<file path="src/rtl/pipeline_switch_ctrl.sv">
// Pipeline control: one source of per-stage hold/flush/valid for the
// IF/ID/EX/MEM registers plus the OS-initiated cache-bank switch sequence
// (drain pipeline, hand off to caches, resume fetch).
module pipeline_switch_ctrl #(
    parameter int NUM_STAGES     = 4,
    parameter int REDIRECT_STAGE = 2,
    parameter int HAZ_STAGE      = 1,
    parameter int BANK_BITS      = 2,
    parameter int SWITCH_TIMEOUT = 64
) (
    input  logic                  clk,
    input  logic                  reset,
    input  logic                  imem_busywait,
    input  logic                  dmem_busywait,
    input  logic                  load_use_hazard,
    input  logic                  redirect,
    input  logic                  switch_cmd,
    input  logic [BANK_BITS-1:0]  switch_cmd_bank,
    input  logic                  switch_ack,
    output logic                  pc_hold,
    output logic [NUM_STAGES-1:0] stage_hold,
    output logic [NUM_STAGES-1:0] stage_flush,
    output logic [NUM_STAGES-1:0] stage_valid,
    output logic                  switch_req,
    output logic [BANK_BITS-1:0]  switch_bank,
    output logic [BANK_BITS-1:0]  active_bank,
    output logic                  switch_busy,
    output logic                  switch_done,
    output logic                  switch_err
);

    localparam int CNT_W = $clog2(SWITCH_TIMEOUT + 1);

    // Registers younger than the redirect point are squashed on a redirect.
    localparam logic [NUM_STAGES-1:0] REDIR_MASK =
        NUM_STAGES'((32'd1 << REDIRECT_STAGE) - 32'd1);
    // Registers younger than the bubble point hold on a load-use hazard.
    localparam logic [NUM_STAGES-1:0] HAZ_HOLD_MASK =
        NUM_STAGES'((32'd1 << HAZ_STAGE) - 32'd1);
    // The bubble is inserted into the hazard register itself.
    localparam logic [NUM_STAGES-1:0] HAZ_FLUSH_MASK =
        NUM_STAGES'(32'd1 << HAZ_STAGE);

    typedef enum logic [1:0] {
        ST_RUN    = 2'd0,
        ST_DRAIN  = 2'd1,
        ST_SWITCH = 2'd2,
        ST_RESUME = 2'd3
    } state_t;

    state_t                 state_r, state_nxt_s;
    logic [NUM_STAGES-1:0]  stage_valid_r, stage_valid_nxt_s;
    logic [BANK_BITS-1:0]   switch_bank_r, switch_bank_nxt_s;
    logic [BANK_BITS-1:0]   active_bank_r, active_bank_nxt_s;
    logic [CNT_W-1:0]       cnt_r, cnt_nxt_s;
    logic                   switch_req_r, switch_req_nxt_s;
    logic                   switch_done_r, switch_done_nxt_s;
    logic                   switch_err_r, switch_err_nxt_s;

    logic                   stall_s;
    logic                   pc_hold_s;
    logic [NUM_STAGES-1:0]  stage_hold_s;
    logic [NUM_STAGES-1:0]  stage_flush_s;

    assign stall_s = imem_busywait | dmem_busywait;

    // Per-stage hold/flush and PC hold derived from state and hazard inputs.
    always_comb begin
        pc_hold_s     = 1'b0;
        stage_hold_s  = '0;
        stage_flush_s = '0;
        if (stall_s) begin
            pc_hold_s    = 1'b1;
            stage_hold_s = '1;
        end else begin
            if (redirect) begin
                stage_flush_s = REDIR_MASK;
            end else if (load_use_hazard) begin
                pc_hold_s     = 1'b1;
                stage_hold_s  = HAZ_HOLD_MASK;
                stage_flush_s = HAZ_FLUSH_MASK;
            end else begin
                stage_flush_s = '0;
            end
            case (state_r)
                ST_RUN: begin
                    pc_hold_s = pc_hold_s;
                end
                ST_DRAIN: begin
                    // Keep bubbling fetch; a late redirect may still steer the PC.
                    stage_flush_s[0] = 1'b1;
                    pc_hold_s        = ~redirect;
                end
                ST_SWITCH, ST_RESUME: begin
                    stage_flush_s[0] = 1'b1;
                    pc_hold_s        = 1'b1;
                end
                default: begin
                    stage_flush_s[0] = 1'b1;
                    pc_hold_s        = 1'b1;
                end
            endcase
            // A flushed register loads a bubble, so it never also holds.
            stage_hold_s = stage_hold_s & ~stage_flush_s;
        end
    end

    // Next valid bits: frozen on stall, cleared on flush, shifted on advance.
    always_comb begin
        stage_valid_nxt_s = stage_valid_r;
        if (stall_s) begin
            stage_valid_nxt_s = stage_valid_r;
        end else begin
            if (stage_flush_s[0]) begin
                stage_valid_nxt_s[0] = 1'b0;
            end else if (stage_hold_s[0]) begin
                stage_valid_nxt_s[0] = stage_valid_r[0];
            end else begin
                stage_valid_nxt_s[0] = (state_r == ST_RUN);
            end
            for (int k = 1; k < NUM_STAGES; k++) begin
                if (stage_flush_s[k]) begin
                    stage_valid_nxt_s[k] = 1'b0;
                end else if (stage_hold_s[k]) begin
                    stage_valid_nxt_s[k] = stage_valid_r[k];
                end else begin
                    stage_valid_nxt_s[k] = stage_valid_r[k-1];
                end
            end
        end
    end

    // Bank-switch FSM next state, timeout counter and status pulses.
    always_comb begin
        state_nxt_s       = state_r;
        switch_bank_nxt_s = switch_bank_r;
        active_bank_nxt_s = active_bank_r;
        cnt_nxt_s         = cnt_r;
        switch_req_nxt_s  = switch_req_r;
        switch_done_nxt_s = 1'b0;
        switch_err_nxt_s  = 1'b0;
        case (state_r)
            ST_RUN: begin
                // A stalled command pulse stays visible in MEM, so take it once unstalled.
                if (!stall_s && switch_cmd) begin
                    if (switch_cmd_bank == active_bank_r) begin
                        switch_done_nxt_s = 1'b1;
                    end else begin
                        switch_bank_nxt_s = switch_cmd_bank;
                        state_nxt_s       = ST_DRAIN;
                    end
                end else begin
                    state_nxt_s = ST_RUN;
                end
            end
            ST_DRAIN: begin
                if (!stall_s && (stage_valid_r == '0)) begin
                    state_nxt_s      = ST_SWITCH;
                    switch_req_nxt_s = 1'b1;
                    cnt_nxt_s        = '0;
                end else begin
                    state_nxt_s = ST_DRAIN;
                end
            end
            ST_SWITCH: begin
                // Counter and ack keep working through a stall; ack beats timeout.
                cnt_nxt_s = cnt_r + CNT_W'(1);
                if (switch_ack) begin
                    active_bank_nxt_s = switch_bank_r;
                    switch_done_nxt_s = 1'b1;
                    switch_req_nxt_s  = 1'b0;
                    state_nxt_s       = ST_RESUME;
                end else if (cnt_r == CNT_W'(SWITCH_TIMEOUT - 1)) begin
                    switch_err_nxt_s = 1'b1;
                    switch_req_nxt_s = 1'b0;
                    state_nxt_s      = ST_RESUME;
                end else begin
                    state_nxt_s = ST_SWITCH;
                end
            end
            ST_RESUME: begin
                cnt_nxt_s = '0;
                if (!stall_s) begin
                    state_nxt_s = ST_RUN;
                end else begin
                    state_nxt_s = ST_RESUME;
                end
            end
            default: begin
                state_nxt_s      = ST_RUN;
                switch_req_nxt_s = 1'b0;
                cnt_nxt_s        = '0;
            end
        endcase
    end

    // State and output registers with synchronous active-low reset.
    always_ff @(posedge clk) begin
        if (!reset) begin
            state_r       <= ST_RUN;
            stage_valid_r <= '0;
            switch_bank_r <= '0;
            active_bank_r <= '0;
            cnt_r         <= '0;
            switch_req_r  <= 1'b0;
            switch_done_r <= 1'b0;
            switch_err_r  <= 1'b0;
        end else begin
            state_r       <= state_nxt_s;
            stage_valid_r <= stage_valid_nxt_s;
            switch_bank_r <= switch_bank_nxt_s;
            active_bank_r <= active_bank_nxt_s;
            cnt_r         <= cnt_nxt_s;
            switch_req_r  <= switch_req_nxt_s;
            switch_done_r <= switch_done_nxt_s;
            switch_err_r  <= switch_err_nxt_s;
        end
    end

    assign pc_hold     = pc_hold_s;
    assign stage_hold  = stage_hold_s;
    assign stage_flush = stage_flush_s;
    assign stage_valid = stage_valid_r;
    assign switch_req  = switch_req_r;
    assign switch_bank = switch_bank_r;
    assign active_bank = active_bank_r;
    assign switch_busy = (state_r != ST_RUN);
    assign switch_done = switch_done_r;
    assign switch_err  = switch_err_r;

endmodule

</file>
<file path="config.mk">
export PLATFORM = sky130hd
export DESIGN_NAME = pipeline_switch_ctrl
export DESIGN_NICKNAME = d
export VERILOG_FILES = /design/src/rtl/pipeline_switch_ctrl.sv
export SDC_FILE = /design/constraint.sdc
export NUM_CORES = 1
export LEC_CHECK = 0
export ABC_AREA = 1
export CAP_MARGIN = 20
export CORE_MARGIN = 4
export CORE_UTILIZATION = 49
export DETAILED_ROUTE_END_ITERATION = 6
export GPL_TIMING_DRIVEN = 0
export PLACE_DENSITY = 0.83
export REMOVE_ABC_BUFFERS = 1
export SKIP_CTS_REPAIR_TIMING = 1
export SYNTH_ARGS = -nofsm -noshare
export SYNTH_HDL_FRONTEND = slang
export SYNTH_SLANG_ARGS = --single-unit
</file>
<file path="constraint.sdc">
create_clock -name clk -period 2.1 [get_ports clk]
set_input_delay 0.525 -clock clk [delete_from_list [all_inputs] [get_ports clk]]
set_output_delay 0.525 -clock clk [all_outputs]
set_load 0.01 [all_outputs]
</file>
==> results.py, run 1 <==
metrics = {
    "drt": {
        "finalWirelength_mm": 2.587,
        "detailedRoute.firstIterationViolations": 19,
        "drt_pre_antenna_iters": 6,
        "via_count": 1026,
        "wl_per_cell_um": 12.56,
        "drt.antenna.violating_nets": 0,
        "dr_drc_count": 0,
        "vias_per_cell": 4.981,
    },
    "timing": {
        "setup_viol_count_final": 0,
        "skew_ns": 0.009026,
        "achievable-frequency_mhz": 489.7,
        "finalHoldViolCount": 0,
        "layout_min_cycle_time_ns": 2.042,
        "final_max_slew_viol_count": 0,
        "final.period_utilization": 0.9724,
        "finalHoldWorstSlack_ns": 0.5007,
    },
    "worst_setup_path": {
        "critical_path_arrival_ns": 1.52,
        "crit_path_cell_trace": "nor2_2 > inv_1 > clkdlybuf4s50_1",
        "timing_worst_setup_path_type": "reg -> out",
        "buf_inv_stages_crit_path": 2,
        "worst_setup_path_start_kind": "register",
        "setup.worst_path.end_class": "primary output",
        "critical_path.slowest_cell": "clkdlybuf4s50_1",
        "critPathRequiredTime_ns": 1.57,
        "critical_path_peak_fanout": 6,
        "timing.critical_path.slowest_cell_delay_ns": 0.53,
        "crit_family": "buffers and inverters",
    },
    "power": {
        "netSwitchingFraction": 0.2603,
        "power_report.internal_total_uw": 560.7,
        "power_switching_uw": 197.3,
        "power.share.combinational": 0.177,
        "power.total_uw": 758.1,
        "clockPowerShare": 0.297,
        "p_leak_nw": 0.6490,
        "pwr-share-seq": 0.526,
        "cell_area_power_density_nw_per_um2": 537.6,
        "peakVddDrop_v": 0.0004334,
    },
    "grt": {
        "grt_start_max_net_pins": 12,
        "first_pass_grt_wire_length_mm": 3.953,
        "grt_overflow": 0,
        "track_usage": 0.1907,
        "grt_pass1_vias": 942,
        "antenna_found_initial": 0,
    },
    "min_path": {
        "hold_class": "reg -> reg",
    },
    "synthesis": {
        "synth_most_common_cell": "nand2_1",
        "netlist.top_cell.by_area": "dfxtp_1",
        "postSynth.asyncResetShare": 0,
        "synth-main-ff-cell": "dfxtp_1",
        "synth.yosys.seq_area_share": 0.3965,
        "synth_common_cells": "nand2_1 (23), dfxtp_1 (20), inv_1 (20)",
        "yosysWarnings": 0,
        "instance_count_of_the_mapped_netlist": 145,
        "syn_area_um2": 1010,
        "synth_seq_cells": 20,
        "synth.top_cells.by_area": "dfxtp_1 (40%), nand2_1 (8.6%), inv_1 (7.4%)",
        "ys_types": 23,
        "synth_edf_count": 0,
        "post-synth-top-area-fraction": 0.3965,
        "postSynthAreaPerCell_um2": 6.964,
    },
    "finish": {
        "proportion_of_layout_cells_with_a_drive_suffix_above_1": 0.1508,
        "design_area_um2": 1410,
        "layout.nets": 191,
        "area.growth.synth_to_final_pct": 39.65,
        "filler_cell_count": 169,
        "antenna-diode-count": 0,
        "postLayoutCoreUtil": 0.7188,
    },
    "clocking": {
        "clk_slew_on_worst_s_h_paths_ns": 0.12,
        "clock_tree.buffer_depth": 2,
        "cts_tree": "built",
        "cts.sink_count": 20,
        "clock_insertion_delay_worst_skew_ns": 0.30,
        "cts_inserted_buffers": 3,
        "cts_max_level": 1,
        "clock-root-buffer": "clkbuf_4",
    },
    "floorplan": {
        "floorplan.initialDensity": 0.5147,
        "floorplan.io_pins": 31,
        "chipHeight_um": 53.40,
        "num_rows": 16,
        "die_w_um": 53.40,
        "design.die.area_um2": 2851,
        "core_area_um2": 1962,
    },
    "place": {
        "place_congestion": 0.7492,
        "instance_area_at_placement_um2": 1281,
        "buffer_ports.inserted": 28,
        "detailedPlacementHpwl_mm": 1.790,
    },
    "run_status": {
        "status": "finished clean",
    },
    "run": {
        "max_cap_violations": 0,
    },
}
power by group through the flow:
stage / clock (mW) / sequential, mW / combinational [mW]
4_1_cts: 0.230 / 0.398 / 0.122
5_1_grt: 0.247 / 0.401 / 0.147
6_report: 0.225 / 0.399 / 0.135
2_1_floorplan: 0 / 0.409 / 0.0516
3_5_place_dp: 0 / 0.407 / 0.120
3_3_place_gp: 0 / 0.406 / 0.117
tightest hold or removal path: stages (launching register included):
cell and delay (ns):
dfxtp_1 0.34, inv_1 0.07, a21oi_1 0.06
through the flow:
stage,instances,setup TNS (ns),setup WS (ns)
2_1_floorplan,139,0,0.2124
3_3_place_gp,194,-2.786,-0.6065
3_5_place_dp,194,-3.034,-0.6384
4_1_cts,198,-3.061,-0.6460
5_1_grt,206,-0.01804,-0.01804
6_report,206,0,0.05794
registers in the layout (all words and copies together), names as in the netlist:
name / count
cnt_r: 7
switch_bank: 2
stage_valid: 4
switch_req: 1
active_bank: 2
switch_done: 1
state_r: 2
switch_err: 1
cells by family after synthesis:
group | Yosys count | synth area share
DFF | 20 | 0.3965
buffers and inverters | 31 | 0.1351
and+or+nand+nor | 61 | 0.2862
other | 1 | 0.003714
adders and majority gates | 1 | 0.01239
AOI/OAI and AO/OA | 31 | 0.1660
final timing paths:
path                                      from        endpoint  slack, ns  cells after the start
worst max-delay path                state_r[1]     switch_busy       0.06                      3
worst min-delay path            active_bank[1]  active_bank[1]       0.50                      2
worst min register to register  active_bank[1]  active_bank[1]       0.50                      2
worst max register to register      state_r[1]  switch_bank[0]       0.77                      6
final cells by class:
cell class | count | area [um^2] | share of cell area
Clock buffer | 4 | 36.28 | 0.02573
Inverter | 24 | 93.84 | 0.06655
Multi-Input combinational cell | 95 | 490.5 | 0.3478
Sequential cell | 20 | 400.4 | 0.2839
Tap cell | 27 | 33.78 | 0.02396
Timing Repair Buffer | 36 | 355.3 | 0.2520
placed cells by master, fill, tap and decap left out:
cell / n
clkinvlp_4: 1
o21ai_0: 11
nand2_1: 23
clkbuf_8: 1
buf_4: 8
nand3_1: 10
o211a_1: 1
nor2_4: 3
nor4_2: 1
nor3_1: 1
dlymetal6s2s_1: 8
nor2_1: 16
o21ai_1: 2
o21bai_1: 1
a21oi_4: 1
nand2_2: 1
nand4_1: 3
conb_1: 2
nor2_2: 3
clkbuf_4: 3
dfxtp_1: 20
clkbuf_2: 1
a211oi_1: 2
ha_1: 1
inv_1: 19
a21oi_1: 13
clkdlybuf4s50_1: 19
inv_2: 4
layer usage:
layer,GRT usage,part of all wire
met5,0,0
met4,0.06383,0
met3,0.03662,0.031
met2,0.3408,0.53
met1,0.2226,0.44
Note: power is estimated with default switching activity, not from simulation.
==> run 2: changes to the inputs <==
- CTS_CLUSTER_SIZE: not set -> 14
- SKIP_LAST_GASP: not set -> 1
==> run 2 against run 1 <==
Compared with the run above: power up 0.18%; combinational power barely moved; fmax decreased by 1.8%; die area unchanged; global-route usage did not move; critical path depth unchanged; clock skew is 0.0011 ns lower; cell area fell by 0.18%; via count decreased by 0.29%; critical path type unchanged; largest power group unchanged.
==> results.py, run 2 (synthesis results as in run 1) <==
metrics = {
    "worst_setup_path": {
        "timing.critical_path.slowest_cell_delay_ns": 0.48,
        "rr_startpoint": "state_r[1]",
        "r2r_end": "switch_bank[0]",
        "regToRegSetupSlack_ns": 0.70,
        "critical_path_peak_fanout": 6,
        "buf_inv_stages_crit_path": 2,
        "critical_path.slowest_cell": "clkdlybuf4s50_1",
        "worstRegToRegCells": 6,
        "setup.worst_path.end_class": "primary output",
        "timing_worst_setup_path_type": "reg -> out",
        "crit_family": "buffers and inverters",
        "worst_setup_path_start_kind": "register",
        "crit_path_cell_trace": "nor2_1 > inv_1 > clkdlybuf4s50_1",
        "critPathRequiredTime_ns": 1.57,
        "critical_path_arrival_ns": 1.55,
    },
    "floorplan": {
        "core_area_um2": 1962,
        "chipHeight_um": 53.40,
        "design.die.area_um2": 2851,
        "num_rows": 16,
        "floorplan.initialDensity": 0.5147,
        "die_w_um": 53.40,
        "floorplan.io_pins": 31,
    },
    "clocking": {
        "cts_inserted_buffers": 3,
        "clk_slew_on_worst_s_h_paths_ns": 0.12,
        "clock_tree.buffer_depth": 2,
        "cts_tree": "built",
        "cts_max_level": 1,
        "clock-root-buffer": "clkbuf_4",
        "clock_insertion_delay_worst_skew_ns": 0.30,
        "cts.sink_count": 20,
    },
    "drt": {
        "finalWirelength_mm": 2.569,
        "top_layer": "met4",
        "via_count": 1023,
        "wl_met1_mm": 1.124,
        "drt.antenna.violating_nets": 0,
        "drt_pre_antenna_iters": 4,
        "wl_per_cell_um": 12.47,
        "dr_drc_count": 0,
        "met3RoutedLength_um": 87,
        "vias_per_cell": 4.966,
        "detailedRoute.firstIterationViolations": 16,
        "wl_met2_mm": 1.338,
    },
    "timing": {
        "finalHoldWorstSlack_ns": 0.5010,
        "final.period_utilization": 0.9903,
        "skew_ns": 0.007931,
        "final_max_slew_viol_count": 0,
        "achievable-frequency_mhz": 480.8,
        "setup_viol_count_final": 0,
        "finalSetupTns_ns": 0,
        "finalHoldViolCount": 0,
        "layout_min_cycle_time_ns": 2.080,
        "grt_setup_unrepaired": "true",
        "fin_ws_ns": 0.02033,
    },
    "power": {
        "p_leak_nw": 0.6482,
        "power.total_uw": 759.4,
        "peakVddDrop_v": 0.0004351,
        "cell_area_power_density_nw_per_um2": 539.5,
    },
    "finish": {
        "layout.nets": 191,
        "layout.cells.most_common": "nand2_1",
        "design_area_um2": 1408,
        "filler_cell_count": 168,
        "area.growth.synth_to_final_pct": 39.41,
        "proportion_of_layout_cells_with_a_drive_suffix_above_1": 0.1453,
        "final_cell_mix": "nand2_1 (23), dfxtp_1 (20), inv_1 (19), clkdlybuf4s50_1 (19), nor2_1 (17)",
        "antenna-diode-count": 0,
        "top_register": "cnt_r",
        "largest_reg_flops": 7,
    },
    "place": {
        "detailedPlacementHpwl_mm": 1.790,
        "place_congestion": 0.7492,
        "dpl_worst_slack_ns": -0.6384,
        "instance_area_at_placement_um2": 1281,
        "buffer_ports.inserted": 28,
    },
    "grt": {
        "grt_overflow": 0,
        "first_pass_grt_wire_length_mm": 3.953,
        "antenna_found_initial": 0,
        "grt_start_max_net_pins": 12,
        "track_usage": 0.1907,
        "grt_pass1_vias": 942,
    },
    "run_status": {
        "status": "finished clean",
    },
    "min_path": {
        "hold_end": "active_bank[1]",
        "min_delay_path_depth": 2,
        "hp-start": "active_bank[1]",
        "hold_class": "reg -> reg",
    },
    "run": {
        "max_cap_violations": 0,
    },
}
run 2: changes by cell type in the layout (fill, tap and decap cells not counted):
cell	delta
nor2_1	+1
nor2_2	-1
run 2: worst max-delay path by stage:
stage | startpoint | end | slack [ns] | depth (start not counted)
after floorplan | dmem_busywait | stage_hold[0] | 0.21 | 4
after global placement | dmem_busywait | stage_flush[0] | -0.61 | 5
after detailed placement | dmem_busywait | stage_hold[0] | -0.64 | 6
after CTS | dmem_busywait | stage_hold[0] | -0.65 | 6
after global routing | state_r[1] | switch_busy | -0.07 | 3
final | state_r[1] | switch_busy | 0.02 | 3
run 2: worst min-delay path: cells and delay by family (launching register included):
family,cells,cell delay [ns]
DFF,1,0.34
buffers and inverters,1,0.07
AOI/OAI and AO/OA,1,0.06
run 2: per-stage QoR:
stage | utilization | cells
6_report | 0.7175 | 206
5_1_grt | 0.7175 | 206
4_1_cts | 0.6716 | 198
3_5_place_dp | 0.6531 | 194
3_3_place_gp | 0.6531 | 194
2_1_floorplan | - | 139
run 2: where the power goes:
part           switching, mW  total, mW  internal [mW]  leakage, nW
logic                 0.0678      0.134         0.0661        0.465
clock network          0.122      0.227          0.106       0.0210
registers            0.00935      0.398          0.389        0.162
run 2: cell type report:
cell class / instances / area [um^2] / share of cell area
Clock buffer: 4 / 36.28 / 0.02578
Timing Repair Buffer: 36 / 355.3 / 0.2524
Tap cell: 27 / 33.78 / 0.02400
Sequential cell: 20 / 400.4 / 0.2844
Inverter: 24 / 93.84 / 0.06667
Multi-Input combinational cell: 95 / 488.0 / 0.3467
run 2: per-layer routing:
metal / track usage / vias to the layer above
met3: 0.03662 / 4
met2: 0.3408 / 22
li1: - / 529
met5: 0 / -
met1: 0.2226 / 468
met4: 0.06383 / 0
==> RTL change 1, RTL diff (settings of run 2) <==
The parameter `NUM_STAGES` goes from 4 to 8.
--- a/src/rtl/pipeline_switch_ctrl.sv
+++ b/src/rtl/pipeline_switch_ctrl.sv
@@ -4,3 +4,3 @@
 module pipeline_switch_ctrl #(
-    parameter int NUM_STAGES     = 4,
+    parameter int NUM_STAGES     = 8,
     parameter int REDIRECT_STAGE = 2,
Ports: changed (resized stage_flush, stage_hold and stage_valid); port bits go from 31 to 43. No check against the original RTL was run, so the function may have changed too.
==> RTL change 1 against run 2 <==
The flow now finishes with violations (setup timing). Wire length increased by 23%. Worst setup slack got worse by 22 ps. Utilization shrank 1.2 points. Sequential power grew 21%. Final cell count up 16%. Sequential cell count grew 4. Power rose by 32%. Clock power increased by 51%. Cell area grew 23%. Count of clock-buffer cells in the layout decreased by 1. First-iteration DRC count rose by 81%. Synthesized area is 23% higher. Critical path type unchanged. Largest cell class unchanged.
==> RTL change 1: results (changes against run 2) <==
stage;metric;value;unit;change
status;status;finished with violations;;
status;violations;setup timing;;
placed_design;dpl_cell_area;0.00155;mm2;+21%
drt;wl_met1;1310;um;+16%
worst_hold_path;hp-start;switch_req;;
placed_design;port_buffers;36;;+29%
drt;drt_pass1_iterations;6;;+2
placed_design;dpl_worst_slack;-672;ps;-33.9 ps
synth;ys_seq_area_share;38.6;%;-1.1 points
timing;setup_ws;-1.76;ps;-22.1 ps
critical_path;cp_max_fo;4;;-2
layout;multi_input_area_share;35.4;%;+0.74 points
layout;buf_share;27.5;%;+2.2 points
layout;largest_reg_flops;8;;+1
drt;vias_per_cell;5.14;;+3.6%
power;p_per_area;579;mW/mm2;+7.4%
drt;drt_iter0_drc;29;;+13
placed_design;place_inst;226;;+16%
layout;layout.comb_gates.multi_input;118;;+24%
drt;wl_per_cell;13.3;um;+6.7%
layout;final_nets;220;;+15%
synth;synth_cell_types;26;;+13%
placed_design;dp_hpwl;2050;um;+15%
layout;n_sequential_cell;24;;+20%
grt;grt_pass1_vias;1167;;+24%
synth;synth_compound_area_share;13.2;%;-3.5 points
synth;synth_area_leaders;dfxtp_1 (39%), buf_4 (8.4%), nor2_1 (8.1%);;
drt;num_vias;1224;;+20%
layout;n_all_buffers;44;;+22%
grt;grt.met2_usage;31.6;%;-2.5 points
timing;setup-tns-final;-1.76;ps;-1.76 ps
layout;ff_latch_area;480;um2;+20%
drt;wl_met3;179;um;+110%
drt;wl_met2;1640;um;+23%
layout;clk_share;3.03;%;+0.46 points
power;p_leak;0.000814;uW;+26%
placed_design;place_congestion;0.753;;+0.49%
layout;inv_count;18;;-25%
timing;setup_viol;1;;+1
critical_path;cp.arrival;1580;ps;+30 ps
synth;avgSynthCellArea;7.29;um2;+4.7%
## RTL change 1: changes by cell type after synthesis, moves of 3 or more
cell	change
nor2_1	+10
buf_4	+9
inv_1	-6
nand3_1	+5
dfxtp_1	+4
or2_2	+4
nand2_1	-3
nand3_2	+3
## RTL change 1: per-stage QoR
stage | utilization (%) | hold WS (ps)
final | 70.5 | 463
after global routing | 70.5 | 478
after CTS | 65.3 | 469
after detailed placement | 63.1 | 448
after global placement | 63.1 | 438
after floorplan | - | 453
## RTL change 1: worst max-delay path: cells and delay by family (launching register included)
| kind | cells | cell delay, ps |
|---|---|---|
| buffers and inverters | 2 | 580 |
| flip-flops | 1 | 370 |
| AND/OR/NAND/NOR | 1 | 300 |
## RTL change 1: power by group
part	switching (uW)	leakage (uW)	internal [uW]
Sequential	12.8	0.000195	469
Combinational	91.4	0.000591	87.3
Clock	150	0.0000279	193
Total	254	0.000814	750
==> RTL change 2, RTL diff (settings of run 2) <==
Without the edit above. Encoding of `state_t`: now one-hot (4 bits for 4 states).
--- a/src/rtl/pipeline_switch_ctrl.sv
+++ b/src/rtl/pipeline_switch_ctrl.sv
@@ -43,7 +43,7 @@
 
-    typedef enum logic [1:0] {
-        ST_RUN    = 2'd0,
-        ST_DRAIN  = 2'd1,
-        ST_SWITCH = 2'd2,
-        ST_RESUME = 2'd3
+    typedef enum logic [3:0] {
+        ST_RUN    = 4'b0001,
+        ST_DRAIN  = 4'b0010,
+        ST_SWITCH = 4'b0100,
+        ST_RESUME = 4'b1000
     } state_t;
Behaviour: no difference found for any inputs over 10 cycles, from zero or initial values and one cycle with reset low; not proved beyond that.
==> RTL change 2 against run 2 <==
Power increased by 1.5%. Synthesized area increased by 19%. Sequential cell count increased by 2. Count of clock-buffer cells in the layout decreased by 1. Register-to-register slack improved by 40 ps. Wire length increased by 10%. Utilization decreased by 4.5 points. Cell area increased by 8.7%. Worst setup slack improved by 25 ps. Highest routed layer unchanged.
==> RTL change 2: results (changes against run 2) <==
stage;metric;value;unit;change
synth;synth-async-reset-ratio;0;%;unchanged
layout;final_cell_count_no_fill;226;;+9.7%
grt;grt_pass1_wl;4930;um;+25%
clocking;clock_latency;300;ps;about the same
floorplanning;dieArea;0.00330;mm2;+16%
drt;drt_iter0_drc;30;;+14
power;p_leak;0.000667;uW;+2.9%
grt;antenna_found_initial;0;;unchanged
placed_design;dp_hpwl;2180;um;+22%
grt;grt_pass1_vias;1219;;+29%
placed_design;port_buffers;28;;unchanged
placed_design;place_inst;221;;+14%
synth;synth_cell_types;30;;+30%
power;vdd_drop_max;0.000406;V;-6.7%
synth;ys_seq_area_share;36.8;%;-2.9 points
clocking;htreeDepth;1;;unchanged
critical_path;rr_startpoint;cnt_r[0];;
placed_design;place_congestion;0.800;;+6.7%
synth;synth_compound_area_share;13.4;%;-3.2 points
drt;vias_per_cell;5.31;;+6.8%
layout;largest_reg_flops;7;;unchanged
clocking;root_buffer;clkbuf_4;;
synth;synth_top_cells_by_count;nand2_1 (31), dfxtp_1 (22), nor2_1 (21);;
clocking;cts_buffers;3;;unchanged
synth;yosys.area_share.adder;1.04;%;-0.19 points
status;status;completed;;
flow_run;cap_violations;0;;unchanged
synth;synth_warnings;0;;unchanged
drt;wl;2840;um;+10%
synth;synth_area_leaders;dfxtp_1 (37%), nand2_1 (9.7%), nor2_1 (6.6%);;
layout;final_nets;211;;+10%
synth;synth_xor_area_share;0.731;%;+0.73 points
synth;avgSynthCellArea;7.04;um2;+1.1%
grt;grt_max_degree;15;;+3
critical_path;crit_start;load_use_hazard;;
layout;largest-register;cnt_r;;
timing;skew;7.57;ps;-0.365 ps
grt;grtUsageTotal;18.5;%;-0.53 points
worst_hold_path;hp-start;cnt_r[1];;
layout;drive_above_1_share;15.2;%;+0.63 points
layout;n_fill_cell;211;;+26%
critical_path;cp_max_fo;3;;-3
drt;drt_pass1_iterations;4;;unchanged
-- RTL change 2: cell types whose count changed after synthesis, sizes merged, moves of 3 or more --
| cell | change |
|---|---|
| nand3 | +6 |
| nor2 | +6 |
| or2 | +3 |
| nand2 | +12 |
| inv | -5 |
-- RTL change 2: where the power goes --
| group | total (uW) | internal [uW] | leakage [uW] | switching [uW] |
|---|---|---|---|---|
| Combinational | 147 | 68.2 | 0.000474 | 78.6 |
| Clock | 187 | 66.9 | 0.0000138 | 120 |
| Sequential | 437 | 428 | 0.000179 | 9.41 |
| Total | 771 | 563 | 0.000667 | 208 |
-- RTL change 2: final cells by class --
| type | count | area, um2 | area share [%] |
|---|---|---|---|
| Multi-Input combinational cell | 123 | 648 | 42.4 |
| Sequential cell | 22 | 442 | 28.9 |
| Timing Repair Buffer | 30 | 308 | 20.1 |
| Inverter | 20 | 75.1 | 4.91 |
| Tap cell | 28 | 35.0 | 2.29 |
| Clock buffer | 3 | 22.5 | 1.47 |
-- RTL change 2: metal layers --
| metal | vias to the layer above | track usage [%] | routed length, um |
|---|---|---|---|
| li1 | 604 | - | - |
| met3 | 6 | 4.30 | 130 |
| met2 | 37 | 31.3 | 1420 |
| met1 | 552 | 21.8 | 1230 |
| met4 | 0 | 9.27 | 51 |
| met5 | - | 0 | 0 |
-- RTL change 2: critical path, stage by stage --
cell and delay, ps:
clkdlybuf4s50_1 510, nand2_1 80, o21ai_2 140, a21oi_1 50, o21ai_0 70, buf_2 150
-- RTL change 2: final timing paths --
kind                              endpoint  slack [ps]  cells past startpoint
worst max register to register  switch_req         740                      9
worst min-delay path              cnt_r[1]         500                      2
worst max-delay path               pc_hold          50                      6
worst min register to register    cnt_r[1]         500                      2
-- RTL change 2: stage by stage --
step	hold slack [ps]	TNS, ps	instance area, um2	utilization [%]	setup WS [ps]
2_1_floorplan	456	0	1160	-	470
3_3_place_gp	468	-2100	1480	64.8	-414
3_5_place_dp	479	-2250	1480	64.8	-439
4_1_cts	498	-2250	1500	65.8	-438
5_1_grt	524	0	1530	67.2	1.56
6_report	498	0	1530	67.2	45.5
-- RTL change 2: cells by family (layout without fill, tap and decap cells) --
family,count (synthesis),after routing
fa+ha+maj,1,1
xor+xnor,1,1
compound gates,29,29
flops,22,22
simple gates,90,90
other cells,1,2
buf+inv,26,53
